## src/rtl/divisor_seq.sv

```systemverilog
// rtl/divisor_seq.sv - sequential unsigned restoring divider with start/done handshake
//
// Computes quotient = dividend / divisor and remainder = dividend % divisor,
// one quotient bit per SHIFT/SUB pair. Results are held in DONE until start
// is released. A zero divisor yields quotient = all ones, remainder =
// dividend and div_zero = 1.
//
// Ports:
//   clk        rising-edge clock
//   rst        asynchronous active-high reset
//   start      level-held request; sampled in WAIT (capture) and in DONE (release)
//   dividend   N-bit unsigned dividend, sampled at the capture edge only
//   divisor    N-bit unsigned divisor, sampled at the capture edge only
//   quotient   N-bit quotient, valid while done = 1
//   remainder  N-bit remainder, valid while done = 1
//   done       result valid (state DONE)
//   busy       operation in progress (states LOAD, SHIFT, SUB)
//   div_zero   last operation had a zero divisor, valid while done = 1

module divisor_seq #(
  parameter int N = 8
) (
  input  logic         clk,
  input  logic         rst,
  input  logic         start,
  input  logic [N-1:0] dividend,
  input  logic [N-1:0] divisor,
  output logic [N-1:0] quotient,
  output logic [N-1:0] remainder,
  output logic         done,
  output logic         busy,
  output logic         div_zero
);

  localparam int CW = $clog2(N + 1);

  typedef enum logic [2:0] {
    S_WAIT  = 3'd0,
    S_LOAD  = 3'd1,
    S_SHIFT = 3'd2,
    S_SUB   = 3'd3,
    S_DONE  = 3'd4
  } state_t;

  state_t        state;
  state_t        state_next;
  logic [N:0]    a_reg;
  logic [N-1:0]  q_reg;
  logic [N-1:0]  b_reg;
  logic [CW-1:0] cnt;
  logic          dz_reg;
  logic          b_is_zero;
  logic          a_ge_b;

  assign b_is_zero = (b_reg == '0);
  // Compare in N+1 bits: after a shift the partial remainder can exceed 2^N-1.
  assign a_ge_b    = (a_reg >= {1'b0, b_reg});

  always_ff @(posedge clk or posedge rst) begin
    if (rst) begin
      state <= S_WAIT;
    end else begin
      state <= state_next;
    end
  end

  always_comb begin
    state_next = S_WAIT;
    done       = 1'b0;
    busy       = 1'b0;
    case (state)
      S_WAIT: begin
        state_next = start ? S_LOAD : S_WAIT;
      end
      S_LOAD: begin
        busy       = 1'b1;
        state_next = b_is_zero ? S_DONE : S_SHIFT;
      end
      S_SHIFT: begin
        busy       = 1'b1;
        state_next = S_SUB;
      end
      S_SUB: begin
        busy       = 1'b1;
        // cnt was decremented in the preceding SHIFT, so 0 marks the last bit.
        state_next = (cnt == '0) ? S_DONE : S_SHIFT;
      end
      S_DONE: begin
        done       = 1'b1;
        state_next = start ? S_DONE : S_WAIT;
      end
      default: begin
        state_next = S_WAIT;
      end
    endcase
  end

  always_ff @(posedge clk or posedge rst) begin
    if (rst) begin
      a_reg  <= '0;
      q_reg  <= '0;
      b_reg  <= '0;
      cnt    <= '0;
      dz_reg <= 1'b0;
    end else begin
      case (state)
        S_WAIT: begin
          if (start) begin
            q_reg  <= dividend;
            b_reg  <= divisor;
            a_reg  <= '0;
            dz_reg <= 1'b0;
          end
        end
        S_LOAD: begin
          cnt <= CW'(N);
          if (b_is_zero) begin
            // Remainder takes the untouched dividend still sitting in Q.
            dz_reg <= 1'b1;
            q_reg  <= '1;
            a_reg  <= {1'b0, q_reg};
          end
        end
        S_SHIFT: begin
          // A < B before the shift, so A[N] is always 0 and is safely dropped.
          {a_reg, q_reg} <= {a_reg[N-1:0], q_reg, 1'b0};
          cnt            <= cnt - CW'(1);
        end
        S_SUB: begin
          if (a_ge_b) begin
            a_reg    <= a_reg - {1'b0, b_reg};
            q_reg[0] <= 1'b1;
          end
        end
        default: begin
        end
      endcase
    end
  end

  assign quotient  = q_reg;
  assign remainder = a_reg[N-1:0];
  assign div_zero  = dz_reg;

endmodule

```

## config.mk

```make
export PLATFORM = sky130hd
export DESIGN_NAME = divisor_seq
export DESIGN_NICKNAME = d
export VERILOG_FILES = /design/src/rtl/divisor_seq.sv
export SDC_FILE = /design/constraint.sdc
export NUM_CORES = 1
export LEC_CHECK = 0
export ABC_AREA = 1
export BUFFER_PORTS_ARGS = -buffer_cell sky130_fd_sc_hd__buf_2
export CAP_MARGIN = 25
export CORE_ASPECT_RATIO = 1.1
export CORE_UTILIZATION = 45
export CTS_BUF_LIST = sky130_fd_sc_hd__clkbuf_4 sky130_fd_sc_hd__clkbuf_8 sky130_fd_sc_hd__clkbuf_16
export DETAILED_ROUTE_END_ITERATION = 10
export GPL_ROUTABILITY_DRIVEN = 0
export PLACE_DENSITY = 0.74
export REMOVE_ABC_BUFFERS = 1
export SYNTH_ARGS = -nofsm -noshare
export SYNTH_HDL_FRONTEND = slang
export SYNTH_SLANG_ARGS = --single-unit
export TNS_END_PERCENT = 5
```

## constraint.sdc

```tcl
create_clock -name clk -period 1.6 [get_ports clk]
set_input_delay 0.08 -clock clk [delete_from_list [all_inputs] [get_ports clk]]
set_output_delay 0.08 -clock clk [all_outputs]
set_load 0.02 [all_outputs]
```

Yosys cells after proc, flatten, opt, wreduce, memory -nomap -nowiden
Cells that the tools add are included.
{"block": "totals", "ff_bits": 33, "in_bits": 19, "out_inout_bits": 19, "word_cells": 49}
{"block": "op_classes", "addsub": 2, "n_lt_le_gt_ge": 1, "n_eq_ne": 7, "n_mux": 20, "reduce_logical": 12}
{"cell": "9-bit case mux with 4 select lines", "n": 1}
{"cell": "9-bit 2-to-1 mux", "n": 3}
{"cell": "7-bit case mux with 3 select lines", "n": 1}
{"cell": "8-bit 2-to-1 mux", "n": 2}
{"cell": "3-bit case mux with 5 select lines", "n": 1}
{"cell": "9-bit by 8-bit >= comparator with 1-bit output", "n": 1}
{"cell": "3-bit 2-to-1 mux", "n": 3}
{"cell": "9-bit by 8-bit subtractor with 9-bit output", "n": 1}
{"cell": "8-bit logical NOT", "n": 1}
{"cell": "4-bit case mux with 2 select lines", "n": 1}
{"cell": "3-bit by 2-bit equality test with 1-bit output, second input constant", "n": 2}
{"cell": "1-bit 2-to-1 mux", "n": 6}
{"cell": "2-bit inequality test, second input constant", "n": 3}
{"cell": "3-bit AND reduction", "n": 2}
{"cell": "4-bit logical NOT", "n": 1}
{"cell": "1-bit case mux with 4 select lines", "n": 1}
{"cell": "4-bit AND reduction", "n": 1}
{"cell": "2-bit nonzero test", "n": 2}
{"cell": "4-bit nonzero test", "n": 1}
{"cell": "4-bit by 1-bit subtractor with 4-bit output, second input constant", "n": 1}
{"cell": "3-bit by 1-bit equality test with 1-bit output, second input constant", "n": 1}
{"cell": "3-bit equality test, second input constant", "n": 1}
{"cell": "3-bit logical NOT", "n": 1}
{"cell": "3-bit nonzero test", "n": 1}
{"cell": "3 further kinds", "n": 3}

Longest topological paths before layout
Gate-level depths: netlist of the first run.
{"block": "depth", "depth_word": 3, "depth_mapped": 13, "mapped_depth_nobuf": 13}

Worst setup path after synthesis of the first run
OpenSTA, ideal clock, no wires.
{"block": "synth_path", "path_type": "register to register", "start": "register a_reg[2]", "end": "register a_reg[3]", "setup_ps": 117, "arrival_time_ps": 1647, "t_required_ps": 1483, "slack_ps": -164, "stages_incl_launch_ff": 11, "n_path_buf": 0, "synth_period_minus_slack_ps": 1764, "path_cell_list": "dfrtp_1 ha_1 or2_1 nand3_1 nand2_1 nand2_1 nand3_1 nand2_2 clkinv_1 nand2_1 nand2_1"}
{"block": "synth_via", "elab_chain_cells": 3, "elab_cells_between_ends": 6, "classes_between": "1 x add/sub; 1 x order compare; 1 x eq/ne; 2 x mux; 1 x reduce/logical"}
{"element": "start: declaration", "line_no": "47", "rtl": "logic [N:0] a_reg;"}
{"element": "start signal: assignment", "line_no": "121", "rtl": "a_reg <= {1'b0, q_reg};"}
{"element": "start signal: assignment", "line_no": "126", "rtl": "{a_reg, q_reg} <= {a_reg[N-1:0], q_reg, 1'b0};"}
{"element": "start signal: assignment", "line_no": "131", "rtl": "a_reg <= a_reg - {1'b0, b_reg};"}
{"element": "9-bit by 8-bit subtractor with 9-bit output / 9-bit by 8-bit >= comparator with 1-bit output (equally long branches)", "line_no": "131, 57"}
{"element": "9-bit 2-to-1 mux / 2-bit inequality test (equally long branches)"}
{"element": "9-bit case mux with 4 select lines / 4-bit AND reduction (equally long branches)"}
Parallel ways exist; a longest one is shown, timed or not. The select of a mux whose other input is x is not followed.
A chain may end at the register's enable or synchronous reset.

Worst setup path after layout of the first run
{"block": "layout_path", "start": "register a_reg[4]", "end": "register q_reg[0] (netlist: quotient[0])"}
{"block": "layout_via", "elab_chain_cells": 3}
{"element": "9-bit by 8-bit >= comparator with 1-bit output", "line_no": "57", "rtl": "assign a_ge_b = (a_reg >= {1'b0, b_reg});"}
{"element": "2-bit inequality test (no source line)"}
{"element": "4-bit AND reduction (no source line)"}
{"element": "end signal: assignment", "line_no": "109", "rtl": "q_reg <= dividend;"}
{"element": "end signal: assignment", "line_no": "126"}
{"element": "end: declaration", "line_no": "48", "rtl": "logic [N-1:0] q_reg;"}
Every way passes these cells.

==> results of run 1 <==
==> timing repair <==
action | 4_1_cts | 5_1_grt
hold buffers | 1 | 0
endpoints found under the hold margin | 33 | 0
pin swaps | 8 | 10
gates cloned | 0 | 1
setup endpoints to repair | 15 | 17
setup buffers | 2 | 1
resized for setup | 13 | 19
==> placed cells by master (no fill, tap or decap), types with 2 or more instances in the layout <==
cell type                  instances
sky130_fd_sc_hd__clkinv_2          2
sky130_fd_sc_hd__o21ai_1          10
sky130_fd_sc_hd__clkbuf_8          5
sky130_fd_sc_hd__nand2_2           9
sky130_fd_sc_hd__inv_2             9
sky130_fd_sc_hd__nor2_1           17
sky130_fd_sc_hd__nand2_1          90
sky130_fd_sc_hd__o21ai_0           8
sky130_fd_sc_hd__nand3b_1          5
sky130_fd_sc_hd__inv_1            33
sky130_fd_sc_hd__o211ai_1          5
sky130_fd_sc_hd__o22ai_1           4
sky130_fd_sc_hd__nand3_1          14
sky130_fd_sc_hd__buf_2            37
sky130_fd_sc_hd__a21oi_1          14
sky130_fd_sc_hd__buf_4            41
sky130_fd_sc_hd__nand3_2           5
sky130_fd_sc_hd__dfrtp_1          33
sky130_fd_sc_hd__nand4_1           2
sky130_fd_sc_hd__nor2_2            3
sky130_fd_sc_hd__ha_1              4
sky130_fd_sc_hd__ha_4              5
==> through the flow <==
step | utilization [%] | setup WS (ps) | total power [W] | std cells
floorplan | - | -374.1 | 0.004029 | 284
CTS | 62.25 | -133.0 | 0.006645 | 426
finish | 65.10 | -236.7 | 0.007139 | 428
detailed placement | 58.85 | -265.9 | 0.005817 | 415
global route | 65.10 | -338.8 | 0.007741 | 428
global placement | 58.85 | -209.5 | 0.005691 | 415
==> worst max-delay path by stage <==
stage,start,end,slack [ps]
finish,a_reg[4]$_DFFE_PP0P_,quotient[0]$_DFFE_PP0P_,-240
global route,a_reg[4]$_DFFE_PP0P_,a_reg[0]$_DFFE_PP0P_,-340
CTS,b_reg[0]$_DFFE_PP0P_,a_reg[6]$_DFFE_PP0P_,-130
detailed placement,a_reg[0]$_DFFE_PP0P_,a_reg[6]$_DFFE_PP0P_,-270
global placement,a_reg[0]$_DFFE_PP0P_,a_reg[6]$_DFFE_PP0P_,-210
floorplan,a_reg[2]$_DFFE_PP0P_,a_reg[3]$_DFFE_PP0P_,-370
==> cell type report <==
cell class | instances | area, um^2 | area share, %
Clock buffer | 6 | 76.32 | 2.640
Clock inverter | 2 | 10.01 | 0.3462
Inverter | 43 | 163.9 | 5.669
Multi-Input combinational cell | 208 | 1185 | 40.98
Sequential cell | 33 | 825.8 | 28.56
Tap cell | 54 | 67.56 | 2.337
Timing Repair Buffer | 82 | 563.0 | 19.47
==> power by group <==
part	internal (W)	leakage, nW	switching (W)	total [W]
logic	0.00221	1.11	0.00279	0.00500
clock network	0.000318	0.0484	0.000313	0.000631
registers	0.00123	0.400	0.000274	0.00151
==> kinds of logic after synthesis <==
group | synth area share [%]
buffers and inverters | 12.02
AOI/OAI and AO/OA | 11.79
xor gates and xnor gates | 0.8170
and+or+nand+nor | 29.58
DFF | 38.51
muxes | 0.5251
adders and majority gates | 6.768
==> routing by layer <==
layer  part of all wire, %  up-vias  wire (um)
li1                      -     1093          -
met1                    41      978       2419
met2                    51       81       3032
met3                   6.2        8        368
met4                   1.4        0         85
met5                     0        -          0
==> metrics.txt, run 1 <==
# TYPE chip_impl_metric gauge
chip_impl_metric{name="post_route_cells_drive_above_1_share",unit="%"} 34.22
chip_impl_metric{name="worst_r2r_path_depth",unit=""} 11
chip_impl_info{name="crit_path_top_delay_cell",value="sky130_fd_sc_hd__dfrtp_1"} 1
chip_impl_info{name="critical_path.reg2reg.endpoint",value="quotient[0]$_DFFE_PP0P_"} 1
chip_impl_metric{name="drt_first_iter_violations",unit=""} 147
chip_impl_metric{name="critPathRequiredTime",unit="ps"} 1820
chip_impl_metric{name="clock_tree.buffer_depth",unit=""} 2
chip_impl_metric{name="core.rowCount",unit=""} 25
chip_impl_metric{name="grt_util_met2",unit="%"} 39.93
chip_impl_metric{name="slew_worst_pin",unit="ps"} 432.2
chip_impl_metric{name="timing.critical_path.fanout_max",unit=""} 7
chip_impl_metric{name="track_usage",unit="%"} 24.41
chip_impl_metric{name="place_area",unit="um^2"} 2614
chip_impl_metric{name="edff_count_synth",unit=""} 0
chip_impl_metric{name="worst_clock_skew",unit="ps"} 6.220
chip_impl_metric{name="synth_warnings",unit=""} 0
chip_impl_metric{name="max_stage_delay",unit="ps"} 430
chip_impl_metric{name="floorplan.die_area",unit="um^2"} 5046
chip_impl_metric{name="fin_tns_setup",unit="ps"} -2189
chip_impl_metric{name="slew_violations",unit=""} 0
chip_impl_info{name="cell_at_the_root_of_the_clock_tree",value="sky130_fd_sc_hd__clkbuf_8"} 1
chip_impl_metric{name="tritoncts_num_sinks",unit=""} 33
chip_impl_metric{name="start_util",unit="%"} 48.28
chip_impl_metric{name="stdcell_area",unit="um^2"} 2892
chip_impl_metric{name="wl_per_cell",unit="um"} 13.79
chip_impl_metric{name="coreArea",unit="um^2"} 4442
chip_impl_metric{name="htree_levels",unit=""} 2
chip_impl_info{name="hold-path-endpoint",value="b_reg[0]$_DFFE_PP0P_"} 1
chip_impl_metric{name="routed_via_density",unit=""} 5.047
chip_impl_metric{name="ir_drop",unit="mV"} 1.510
chip_impl_metric{name="largest_register_ff_count",unit=""} 9
chip_impl_info{name="synth_commonest_cells",value="sky130_fd_sc_hd__nand2_1, sky130_fd_sc_hd__inv_1, sky130_fd_sc_hd__dfrtp_1, sky130_fd_sc_hd__nand3_1, sky130_fd_sc_hd__nor2_1"} 1
chip_impl_metric{name="setup_ws",unit="ps"} -236.7
chip_impl_metric{name="pin_count_of_the_biggest_net_entering_global_routing",unit=""} 34
chip_impl_metric{name="static-leakage-power",unit="nW"} 1.557
chip_impl_info{name="end_kind",value="flip-flop"} 1
chip_impl_metric{name="critical_path_cell_count",unit=""} 11
chip_impl_metric{name="drtPass1Iterations",unit=""} 4
chip_impl_metric{name="clk_pin_slew_worst_paths",unit="ps"} 70
chip_impl_metric{name="hold_path_stages",unit=""} 2
chip_impl_metric{name="drt-total-wl",unit="mm"} 5.904
chip_impl_metric{name="overflow",unit=""} 0
chip_impl_metric{name="first_global_vias",unit=""} 2082
chip_impl_metric{name="worst-r2r-setup-slack",unit="ps"} -240
chip_impl_metric{name="synth_seq_cells",unit=""} 33
chip_impl_metric{name="power_density",unit="nW/um^2"} 2469
chip_impl_info{name="crit_chain",value="ha_4 -> nand2_1 -> nand2_2 -> a21oi_2 -> nand2_1 -> nand2_1 -> nand3_1 -> nand2_2 -> buf_8 -> nand2_1 -> o21ai_1"} 1
chip_impl_info{name="grt.busiest_layer",value="met2"} 1
chip_impl_metric{name="cts_buffers",unit=""} 5
chip_impl_metric{name="design.portCount",unit=""} 38
chip_impl_metric{name="period_share",unit="%"} 114.8
chip_impl_info{name="critPathMostFrequentCell",value="sky130_fd_sc_hd__nand2_1"} 1
chip_impl_info{name="kind_of_start_point_of_the_critical_path",value="flip-flop"} 1
chip_impl_metric{name="grt_antenna_before_repair",unit=""} 0
chip_impl_info{name="hold_path_class",value="in -> reg"} 1
chip_impl_metric{name="drt_drc_violations_left",unit=""} 0
chip_impl_info{name="outcome",value="complete, but fails checks"} 1
chip_impl_metric{name="grt_use_met1",unit="%"} 32.14
chip_impl_metric{name="die_y",unit="um"} 74.41
chip_impl_info{name="synth_top_area_cell",value="sky130_fd_sc_hd__dfrtp_1"} 1
chip_impl_info{name="cts_tree",value="built"} 1
chip_impl_info{name="yosys-top-cells-area",value="sky130_fd_sc_hd__dfrtp_1, sky130_fd_sc_hd__nand2_1, sky130_fd_sc_hd__inv_1, sky130_fd_sc_hd__ha_1, sky130_fd_sc_hd__nand3_1"} 1
chip_impl_metric{name="maxCapViolCount",unit=""} 0
chip_impl_metric{name="maxSlewHeadroom",unit="%"} 71.19
chip_impl_metric{name="detailedPlacementHpwl",unit="mm"} 4.211
chip_impl_metric{name="worst-endpoint-arrival",unit="ps"} 2050
chip_impl_info{name="cpLargestDelayFamily",value="simple AND/OR/NAND/NOR gates"} 1
chip_impl_metric{name="clkLatencyLatePin",unit="ps"} 290
chip_impl_metric{name="path_buf_inv",unit=""} 1
chip_impl_metric{name="global_route.usage.met3",unit="%"} 4.294
chip_impl_metric{name="yosysSeqAreaShare",unit="%"} 38.51
chip_impl_metric{name="route.vias.total",unit=""} 2160
chip_impl_info{name="synthMostInstantiatedCell",value="sky130_fd_sc_hd__nand2_1"} 1
chip_impl_info{name="reg_to_reg_critical_path_startpoint",value="a_reg[4]$_DFFE_PP0P_"} 1
chip_impl_metric{name="fillers",unit=""} 385
chip_impl_info{name="critPathKind",value="reg -> reg"} 1
chip_impl_metric{name="layout.nets",unit=""} 403
chip_impl_metric{name="syn_area",unit="um^2"} 2145
chip_impl_metric{name="number_of_i_o_port_buffers",unit=""} 37
chip_impl_metric{name="asyncSetResetFlopFracSynth",unit="%"} 100.0
chip_impl_info{name="violations_in_the_final_reports",value="negative setup slack"} 1
chip_impl_info{name="worst_hold_startpoint",value="divisor[0]"} 1
chip_impl_metric{name="synthCells",unit=""} 298
chip_impl_metric{name="report.final.hold_viol_count",unit=""} 0
chip_impl_info{name="yosys_most_used_dff",value="sky130_fd_sc_hd__dfrtp_1"} 1
chip_impl_metric{name="area_growth",unit="%"} 34.83
chip_impl_metric{name="finalHoldWorstSlack",unit="ps"} 24.30
chip_impl_metric{name="drt.antenna.violating_nets",unit=""} 0
chip_impl_info{name="rsz0062_at_grt",value="yes"} 1
chip_impl_metric{name="die_width",unit="um"} 67.82
chip_impl_metric{name="netlist.area_leader.share",unit="%"} 38.51
chip_impl_metric{name="max_freq",unit="GHz"} 0.5444
chip_impl_metric{name="antennaDiodeCount",unit=""} 0
chip_impl_metric{name="syn-mean-instance-area",unit="um^2"} 7.196
chip_impl_metric{name="yosys.cell_types.count",unit=""} 32
chip_impl_metric{name="report.final.setup_viol",unit=""} 10
chip_impl_metric{name="grt_first_pass_wirelength",unit="mm"} 9.142
chip_impl_metric{name="final_critical_period",unit="ps"} 1837
Note: power is estimated with default switching activity, not from simulation.
==> inputs of run 2 (changes only) <==
--- a/config.mk
+++ b/config.mk
@@ -5,7 +5,6 @@
 export SDC_FILE = /design/constraint.sdc
 export NUM_CORES = 1
 export LEC_CHECK = 0
-export ABC_AREA = 1
 export BUFFER_PORTS_ARGS = -buffer_cell sky130_fd_sc_hd__buf_2
 export CAP_MARGIN = 25
 export CORE_ASPECT_RATIO = 1.1
==> metrics.txt, run 2 <==
# TYPE chip_impl_metric gauge
chip_impl_metric{name="maxSlewHeadroom",unit="%"} 70.82
chip_impl_info{name="end_kind",value="flip-flop"} 1
chip_impl_metric{name="finalHoldWorstSlack",unit="ps"} -5.329
chip_impl_metric{name="number_of_i_o_port_buffers",unit=""} 37
chip_impl_metric{name="synth_warnings",unit=""} 0
chip_impl_info{name="highest_layer_used_for_signal_routing",value="met4"} 1
chip_impl_metric{name="ir_drop",unit="mV"} 1.457
chip_impl_metric{name="synth_seq_cells",unit=""} 33
chip_impl_metric{name="design.portCount",unit=""} 38
chip_impl_metric{name="compound_gate_portion_of_the_synthesized_area",unit="%"} 21.34
chip_impl_metric{name="antennaDiodeCount",unit=""} 0
chip_impl_metric{name="final_critical_period",unit="ps"} 2216
chip_impl_metric{name="grt_antenna_before_repair",unit=""} 0
chip_impl_metric{name="layout.nets",unit=""} 373
chip_impl_metric{name="core.rowCount",unit=""} 26
chip_impl_metric{name="switching_power",unit="W"} 0.003873
chip_impl_metric{name="timing.critical_path.fanout_max",unit=""} 3
chip_impl_metric{name="synthCells",unit=""} 255
chip_impl_metric{name="yosysSeqAreaShare",unit="%"} 36.20
chip_impl_metric{name="fillers",unit=""} 380
chip_impl_info{name="rsz0062_at_grt",value="yes"} 1
chip_impl_metric{name="fin_total_pwr",unit="W"} 0.008821
chip_impl_metric{name="drt_drc_violations_left",unit=""} 0
chip_impl_metric{name="clkLatencyLatePin",unit="ps"} 290
chip_impl_info{name="critical_path.reg2reg.endpoint",value="a_reg[6]$_DFFE_PP0P_"} 1
chip_impl_metric{name="drtPass1Iterations",unit=""} 5
chip_impl_info{name="cell_at_the_root_of_the_clock_tree",value="sky130_fd_sc_hd__clkbuf_8"} 1
chip_impl_metric{name="track_usage",unit="%"} 23.86
chip_impl_info{name="synth_top_area_cell",value="sky130_fd_sc_hd__dfrtp_1"} 1
chip_impl_metric{name="clk_pin_slew_worst_paths",unit="ps"} 70
chip_impl_info{name="critPathKind",value="reg -> reg"} 1
chip_impl_metric{name="netlist.area_leader.share",unit="%"} 36.20
chip_impl_metric{name="htree_levels",unit=""} 2
chip_impl_metric{name="floorplan.die_area",unit="um^2"} 5358
chip_impl_metric{name="post_route_cells_drive_above_1_share",unit="%"} 40.70
chip_impl_metric{name="yosys.cell_types.count",unit=""} 54
chip_impl_metric{name="slew_worst_pin",unit="ps"} 437.7
chip_impl_info{name="synthMostInstantiatedCell",value="sky130_fd_sc_hd__nand2_1"} 1
chip_impl_metric{name="drt.antenna.violating_nets",unit=""} 0
chip_impl_info{name="yosys_most_used_dff",value="sky130_fd_sc_hd__dfrtp_1"} 1
chip_impl_metric{name="synthesized_area_fraction_occupied_by_and_or_nand_nor_cells",unit="%"} 20.57
chip_impl_metric{name="die_width",unit="um"} 69.88
chip_impl_metric{name="routed_via_density",unit=""} 5.520
chip_impl_info{name="layout_commonest_cell",value="sky130_fd_sc_hd__buf_4"} 1
chip_impl_metric{name="met2_wirelength",unit="mm"} 3.300
chip_impl_metric{name="edff_count_synth",unit=""} 0
chip_impl_metric{name="setup_ws",unit="ps"} -615.8
chip_impl_info{name="worst_hold_startpoint",value="divisor[7]"} 1
chip_impl_info{name="synth_top_family_by_area",value="compound AO/OA/AOI/OAI gates"} 1
chip_impl_metric{name="asyncSetResetFlopFracSynth",unit="%"} 100.0
chip_impl_metric{name="detail_route.wirelength.met1",unit="mm"} 2.594
chip_impl_metric{name="overflow",unit=""} 0
chip_impl_info{name="reg_to_reg_critical_path_startpoint",value="a_reg[0]$_DFFE_PP0P_"} 1
chip_impl_info{name="synth_commonest_cells",value="sky130_fd_sc_hd__nand2_1, sky130_fd_sc_hd__dfrtp_1, sky130_fd_sc_hd__nor2_1, sky130_fd_sc_hd__o21ai_0, sky130_fd_sc_hd__inv_1"} 1
chip_impl_metric{name="area_growth",unit="%"} 36.59
chip_impl_metric{name="report.final.hold_viol_count",unit=""} 1
chip_impl_info{name="outcome",value="complete, but fails checks"} 1
chip_impl_info{name="yosys-top-cells-area",value="sky130_fd_sc_hd__dfrtp_1, sky130_fd_sc_hd__nand2_1, sky130_fd_sc_hd__ha_1, sky130_fd_sc_hd__mux2_4, sky130_fd_sc_hd__nor2_1"} 1
chip_impl_metric{name="syn-mean-instance-area",unit="um^2"} 8.945
chip_impl_info{name="hold-path-endpoint",value="b_reg[7]$_DFFE_PP0P_"} 1
chip_impl_metric{name="cts_buffers",unit=""} 5
chip_impl_metric{name="pwr-share-comb",unit="%"} 72.4
chip_impl_metric{name="critPathRequiredTime",unit="ps"} 1780
chip_impl_metric{name="wl_per_cell",unit="um"} 15.79
chip_impl_metric{name="report.final.setup_viol",unit=""} 17
chip_impl_metric{name="drt_first_iter_violations",unit=""} 95
chip_impl_metric{name="die_y",unit="um"} 76.67
chip_impl_metric{name="worst_clock_skew",unit="ps"} 4.642
chip_impl_metric{name="max_freq",unit="GHz"} 0.4513
chip_impl_info{name="cts_tree",value="built"} 1
chip_impl_metric{name="clock_tree.buffer_depth",unit=""} 2
chip_impl_metric{name="detailedPlacementHpwl",unit="mm"} 4.548
chip_impl_info{name="hold_path_class",value="in -> reg"} 1
chip_impl_metric{name="coreArea",unit="um^2"} 4750
chip_impl_metric{name="start_util",unit="%"} 48.02
chip_impl_metric{name="syn_area",unit="um^2"} 2281
chip_impl_metric{name="first_global_vias",unit=""} 2132
chip_impl_metric{name="grt_first_pass_wirelength",unit="mm"} 10.12
chip_impl_metric{name="netSwitchingFraction",unit="%"} 43.90
chip_impl_metric{name="worst-r2r-setup-slack",unit="ps"} -620
chip_impl_metric{name="synth_xor_xnor_area_share",unit="%"} 0.3840
chip_impl_metric{name="internal-power",unit="W"} 0.004948
chip_impl_metric{name="largest_register_ff_count",unit=""} 9
chip_impl_info{name="kind_of_start_point_of_the_critical_path",value="flip-flop"} 1
chip_impl_metric{name="route.met3.wl",unit="um"} 309
chip_impl_metric{name="maxCapViolCount",unit=""} 0
chip_impl_info{name="violations_in_the_final_reports",value="negative hold slack, negative setup slack"} 1
chip_impl_metric{name="power_density",unit="nW/um^2"} 2831
chip_impl_metric{name="slew_violations",unit=""} 0
chip_impl_metric{name="worst-endpoint-arrival",unit="ps"} 2390
chip_impl_metric{name="hold_path_stages",unit=""} 3
chip_impl_metric{name="clock_power_share",unit="%"} 9.6
chip_impl_metric{name="period_share",unit="%"} 138.5
chip_impl_metric{name="pin_count_of_the_biggest_net_entering_global_routing",unit=""} 34
chip_impl_metric{name="muxShareOfSynthArea",unit="%"} 6.857
chip_impl_metric{name="synth-adder-area-share",unit="%"} 6.363
chip_impl_metric{name="static-leakage-power",unit="nW"} 1.507
chip_impl_info{name="layout.cells.most_common_list",value="sky130_fd_sc_hd__buf_4, sky130_fd_sc_hd__buf_2, sky130_fd_sc_hd__nand2_1"} 1
chip_impl_metric{name="dp_slack",unit="ps"} -777.8
chip_impl_metric{name="route.vias.total",unit=""} 2208
chip_impl_metric{name="tritoncts_num_sinks",unit=""} 33
chip_impl_metric{name="worst_r2r_path_depth",unit=""} 10
chip_impl_metric{name="drt-total-wl",unit="mm"} 6.315
chip_impl_metric{name="share_seq_of_total_power",unit="%"} 18.0
## run 2: cell types whose count changed after synthesis, moves of 5 or more
cell	delta
sky130_fd_sc_hd__nand2_1	-62
sky130_fd_sc_hd__inv_1	-22
sky130_fd_sc_hd__nand3_1	-15
sky130_fd_sc_hd__o21ai_0	+10
sky130_fd_sc_hd__o21ai_1	-10
sky130_fd_sc_hd__a22oi_1	+7
sky130_fd_sc_hd__mux2_4	+7
sky130_fd_sc_hd__nor2_1	+7
sky130_fd_sc_hd__a41oi_1	+6
sky130_fd_sc_hd__nand3b_1	-5
## run 2: worst max path at each step
stage,from,endpoint,slack [ps],depth (start not counted)
after global routing,a_reg[0]$_DFFE_PP0P_,a_reg[6]$_DFFE_PP0P_,-730,10
after detailed placement,a_reg[0]$_DFFE_PP0P_,a_reg[8]$_DFFE_PP0P_,-780,9
after floorplan,a_reg[0]$_DFFE_PP0P_,a_reg[8]$_DFFE_PP0P_,-840,9
after CTS,a_reg[0]$_DFFE_PP0P_,a_reg[6]$_DFFE_PP0P_,-540,10
final,a_reg[0]$_DFFE_PP0P_,a_reg[6]$_DFFE_PP0P_,-620,10
after global placement,a_reg[0]$_DFFE_PP0P_,a_reg[8]$_DFFE_PP0P_,-700,9
## run 2: through the flow
step                      hold slack [ps]  utilization, %  TNS, ps  instances  area, um^2
after detailed placement            198.4           60.27    -5976        387        2863
after CTS                          0.6439           64.83    -5213        399        3079
after floorplan                     196.8               -    -8456        236        2160
final                              -5.329           65.60    -5225        400        3115
after global routing                15.62           65.60    -7103        400        3115
after global placement              191.9           60.27    -5311        387        2863
## run 2: layer usage
layer,GRT usage (%),vias up
li1,-,1079
met1,30.18,1035
met2,41.15,81
met3,4.993,13
met4,6.400,0
met5,0,-
## run 2: critical path: stages, from the launching register on
cell and delay (ps):
sky130_fd_sc_hd__dfrtp_1 390, sky130_fd_sc_hd__inv_2 80, sky130_fd_sc_hd__ha_4 130, sky130_fd_sc_hd__inv_2 30
sky130_fd_sc_hd__fa_2 360, sky130_fd_sc_hd__a211oi_4 290, sky130_fd_sc_hd__buf_4 160, sky130_fd_sc_hd__o21bai_1 70
sky130_fd_sc_hd__mux2i_1 210, sky130_fd_sc_hd__o22ai_1 120, sky130_fd_sc_hd__mux2_4 260
## run 2: cell type report
| type | count | area [um^2] | area share (%) |
|---|---|---|---|
| clock buffers | 6 | 82.58 | 2.651 |
| repair buffers | 100 | 700.7 | 22.49 |
| flip-flops and latches | 33 | 825.8 | 26.51 |
| inverters | 18 | 67.56 | 2.169 |
| clock inverters | 2 | 37.54 | 1.205 |
| multi-input cells | 185 | 1331 | 42.73 |
| well taps | 56 | 70.07 | 2.249 |
## run 2: power by group through the flow
stage	Combinational, W	Sequential [W]	Clock (W)
after floorplan	0.00309	0.00194	0
after global placement	0.00569	0.00156	0
after detailed placement	0.00585	0.00158	0
after CTS	0.00613	0.00158	0.000854
after global routing	0.00691	0.00165	0.000892
final	0.00639	0.00158	0.000850
## run 2: timing repair
action,4_1_cts,5_1_grt
hold endpoints to repair,35,0
pin swaps,11,5
hold buffers,3,0
resized for setup,20,10
setup buffers,2,1
endpoints found under the setup margin,21,28
gates cloned,0,0
## run 2: cell families after synthesis
logic type               count (synthesis)
AO/OA/AOI/OAI                           70
XOR/XNOR                                 1
adder cells (fa/ha/maj)                 11
buffers and inverters                   37
flip-flops                              33
multiplexers                            12
AND/OR/NAND/NOR                         91
==> inputs of run 3 (changes only) <==
--- a/config.mk
+++ b/config.mk
@@ -12,6 +12,7 @@
 export CTS_BUF_LIST = sky130_fd_sc_hd__clkbuf_4 sky130_fd_sc_hd__clkbuf_8 sky130_fd_sc_hd__clkbuf_16
 export DETAILED_ROUTE_END_ITERATION = 10
 export GPL_ROUTABILITY_DRIVEN = 0
+export GPL_TIMING_DRIVEN = 0
 export PLACE_DENSITY = 0.74
 export REMOVE_ABC_BUFFERS = 1
 export SYNTH_ARGS = -nofsm -noshare
==> metrics.txt, run 3 (synthesized netlist as in run 2, its figures left out) <==
# TYPE chip_impl_metric gauge
chip_impl_metric{name="grt_first_pass_wirelength",unit="mm"} 9.404
chip_impl_info{name="crit_chain",value="inv_2 -> ha_4 -> inv_2 -> fa_2 -> a211oi_4 -> buf_4 -> o21bai_4 -> mux2i_1 -> o22ai_1 -> mux2_4"} 1
chip_impl_metric{name="start_util",unit="%"} 48.02
chip_impl_info{name="layout_commonest_cell",value="sky130_fd_sc_hd__buf_2"} 1
chip_impl_metric{name="grt_antenna_before_repair",unit=""} 0
chip_impl_metric{name="largest_register_ff_count",unit=""} 9
chip_impl_metric{name="drt_drc_violations_left",unit=""} 0
chip_impl_info{name="timing.critical_path.from",value="a_reg[0]$_DFFE_PP0P_"} 1
chip_impl_info{name="cts_tree",value="built"} 1
chip_impl_metric{name="drt.antenna.violating_nets",unit=""} 0
chip_impl_info{name="critical_path.reg2reg.endpoint",value="a_reg[6]$_DFFE_PP0P_"} 1
chip_impl_metric{name="first_global_vias",unit=""} 1982
chip_impl_metric{name="path_buf_inv",unit=""} 3
chip_impl_info{name="outcome",value="complete, but fails checks"} 1
chip_impl_metric{name="die_y",unit="um"} 76.67
chip_impl_metric{name="htree_levels",unit=""} 2
chip_impl_metric{name="detailedPlacementHpwl",unit="mm"} 3.774
chip_impl_metric{name="setup_ws",unit="ps"} -616.7
chip_impl_metric{name="coreArea",unit="um^2"} 4750
chip_impl_metric{name="route.met3.wl",unit="um"} 233
chip_impl_metric{name="critical_path_cell_count",unit=""} 10
chip_impl_metric{name="critPathRequiredTime",unit="ps"} 1770
chip_impl_info{name="cell_at_the_root_of_the_clock_tree",value="sky130_fd_sc_hd__clkbuf_8"} 1
chip_impl_metric{name="worst-r2r-setup-slack",unit="ps"} -620
chip_impl_metric{name="die_width",unit="um"} 69.88
chip_impl_info{name="crit_path_top_delay_cell",value="sky130_fd_sc_hd__dfrtp_1"} 1
chip_impl_metric{name="worst_clock_skew",unit="ps"} 7.181
chip_impl_info{name="reg_to_reg_critical_path_startpoint",value="a_reg[0]$_DFFE_PP0P_"} 1
chip_impl_metric{name="slew_violations",unit=""} 0
chip_impl_metric{name="drt_first_iter_violations",unit=""} 99
chip_impl_metric{name="final_critical_period",unit="ps"} 2217
chip_impl_metric{name="max_freq",unit="GHz"} 0.4511
chip_impl_metric{name="drtPass1Iterations",unit=""} 5
chip_impl_metric{name="worst-endpoint-arrival",unit="ps"} 2390
chip_impl_metric{name="clkLatencyLatePin",unit="ps"} 290
chip_impl_metric{name="overflow",unit=""} 0
chip_impl_metric{name="design.portCount",unit=""} 38
chip_impl_metric{name="slew_worst_pin",unit="ps"} 667.8
chip_impl_metric{name="stdcell_area",unit="um^2"} 2751
chip_impl_info{name="violations_in_the_final_reports",value="negative setup slack"} 1
chip_impl_metric{name="report.final.setup_viol",unit=""} 19
chip_impl_metric{name="core.rowCount",unit=""} 26
chip_impl_metric{name="layout.nets",unit=""} 324
chip_impl_info{name="cpLargestDelayFamily",value="adder cells"} 1
chip_impl_metric{name="routed_via_density",unit=""} 5.746
chip_impl_metric{name="antennaDiodeCount",unit=""} 0
chip_impl_info{name="critPathKind",value="reg -> reg"} 1
chip_impl_metric{name="clock_tree.buffer_depth",unit=""} 2
chip_impl_info{name="kind_of_start_point_of_the_critical_path",value="flip-flop"} 1
chip_impl_metric{name="pin_count_of_the_biggest_net_entering_global_routing",unit=""} 24
chip_impl_metric{name="place_area",unit="um^2"} 2442
chip_impl_metric{name="wl_per_cell",unit="um"} 15.67
chip_impl_metric{name="timing.critical_path.fanout_max",unit=""} 3
chip_impl_metric{name="route.vias.total",unit=""} 2017
chip_impl_info{name="end_kind",value="flip-flop"} 1
chip_impl_metric{name="drt-total-wl",unit="mm"} 5.501
chip_impl_metric{name="max_stage_delay",unit="ps"} 400
chip_impl_metric{name="area_growth",unit="%"} 20.63
chip_impl_metric{name="post-route-util",unit="%"} 57.93
chip_impl_metric{name="clk_pin_slew_worst_paths",unit="ps"} 60
chip_impl_metric{name="place_inst",unit=""} 330
chip_impl_metric{name="layout.cells.non_filler",unit=""} 351
chip_impl_metric{name="track_usage",unit="%"} 22.06
chip_impl_metric{name="floorplan.die_area",unit="um^2"} 5358
chip_impl_info{name="worstSetupEndpoint",value="a_reg[6]$_DFFE_PP0P_"} 1
chip_impl_metric{name="number_of_i_o_port_buffers",unit=""} 37
chip_impl_metric{name="met2_wirelength",unit="mm"} 2.754
chip_impl_metric{name="maxSlewHeadroom",unit="%"} 55.43
chip_impl_info{name="layout.cells.most_common_list",value="sky130_fd_sc_hd__buf_2, sky130_fd_sc_hd__nand2_1, sky130_fd_sc_hd__dfrtp_1"} 1
chip_impl_info{name="rsz0062_at_grt",value="yes"} 1
chip_impl_metric{name="post_route_cells_drive_above_1_share",unit="%"} 31.86
chip_impl_metric{name="detail_route.wirelength.met1",unit="mm"} 2.396
chip_impl_metric{name="tritoncts_num_sinks",unit=""} 33
chip_impl_info{name="highest_layer_used_for_signal_routing",value="met4"} 1
chip_impl_info{name="critPathMostFrequentCell",value="sky130_fd_sc_hd__inv_2"} 1
chip_impl_metric{name="worst_r2r_path_depth",unit=""} 10
chip_impl_metric{name="dp_slack",unit="ps"} -1053
chip_impl_info{name="hold_path_class",value="in -> reg"} 1
chip_impl_metric{name="period_share",unit="%"} 138.5
chip_impl_metric{name="report.final.hold_viol_count",unit=""} 0
chip_impl_metric{name="cts_buffers",unit=""} 5
chip_impl_metric{name="maxCapViolCount",unit=""} 0
## run 3: cell types whose count changed in the layout (fill, tap and decap cells not counted), moves of 2 or more
cell and change:
sky130_fd_sc_hd__buf_4 -49, sky130_fd_sc_hd__clkbuf_4 +3, sky130_fd_sc_hd__dfrtp_2 +2, sky130_fd_sc_hd__buf_6 -4, sky130_fd_sc_hd__dlygate4sd3_1 +4, sky130_fd_sc_hd__nand2_2 +2
sky130_fd_sc_hd__ha_2 +2, sky130_fd_sc_hd__nand2_1 -2, sky130_fd_sc_hd__dfrtp_4 +2, sky130_fd_sc_hd__dfrtp_1 -4, sky130_fd_sc_hd__ha_1 -2
## run 3: what timing repair did
action / in CTS / in global routing
setup endpoints to repair: 33 / 25
hold buffers: 7 / 0
hold endpoints to repair: 20 / 0
pin swaps: 7 / 3
resized for setup: 25 / 7
buffers inserted: 5 / 1
## run 3: how the worst min path moves through the flow
| stage | startpoint | depth (start not counted) | slack [ps] | endpoint |
|---|---|---|---|---|
| 2_1_floorplan | divisor[1] | 2 | 200 | b_reg[1]$_DFFE_PP0P_ |
| 3_3_place_gp | divisor[6] | 3 | 290 | b_reg[6]$_DFFE_PP0P_ |
| 3_5_place_dp | rst | 2 | 210 | cnt[2]$_DFFE_PP0N_ |
| 4_1_cts | divisor[2] | 3 | 0.7 | b_reg[2]$_DFFE_PP0P_ |
| 5_1_grt | divisor[2] | 3 | 20 | b_reg[2]$_DFFE_PP0P_ |
| 6_report | divisor[2] | 3 | 6 | b_reg[2]$_DFFE_PP0P_ |
## run 3: metrics by stage
step / hold WS, ps / TNS, ps
after floorplan: 196.8 / -8456
after global placement: 286.3 / -17800
after detailed placement: 207.4 / -18210
after CTS: 0.7461 / -7436
after global routing: 24.37 / -10430
final: 6.338 / -8114
## run 3: final cells by class
class                   count  area (um^2)
fillers                   437         1998
clock buffers               8        91.34
well taps                  56        70.07
inverters                  18        67.56
multi-input cells         185         1346
repair buffers             51        340.3
flip-flops and latches     33        835.8
## run 3: tightest hold or removal path: stages
cell and delay, ps:
sky130_fd_sc_hd__buf_2 80, sky130_fd_sc_hd__nand2_1 30, sky130_fd_sc_hd__o21ai_0 60
## run 3: metal layers
| layer | global-route usage (%) | up-vias |
|---|---|---|
| met3 | 3.679 | 11 |
| met1 | 28.25 | 970 |
| li1 | - | 975 |
| met2 | 37.21 | 61 |
| met4 | 8.200 | 0 |
| met5 | 0 | - |
Power of run 3 is left out: the tool's default activity adds up to more than one toggle a clock period on the data nets, which glitch-free logic cannot reach.
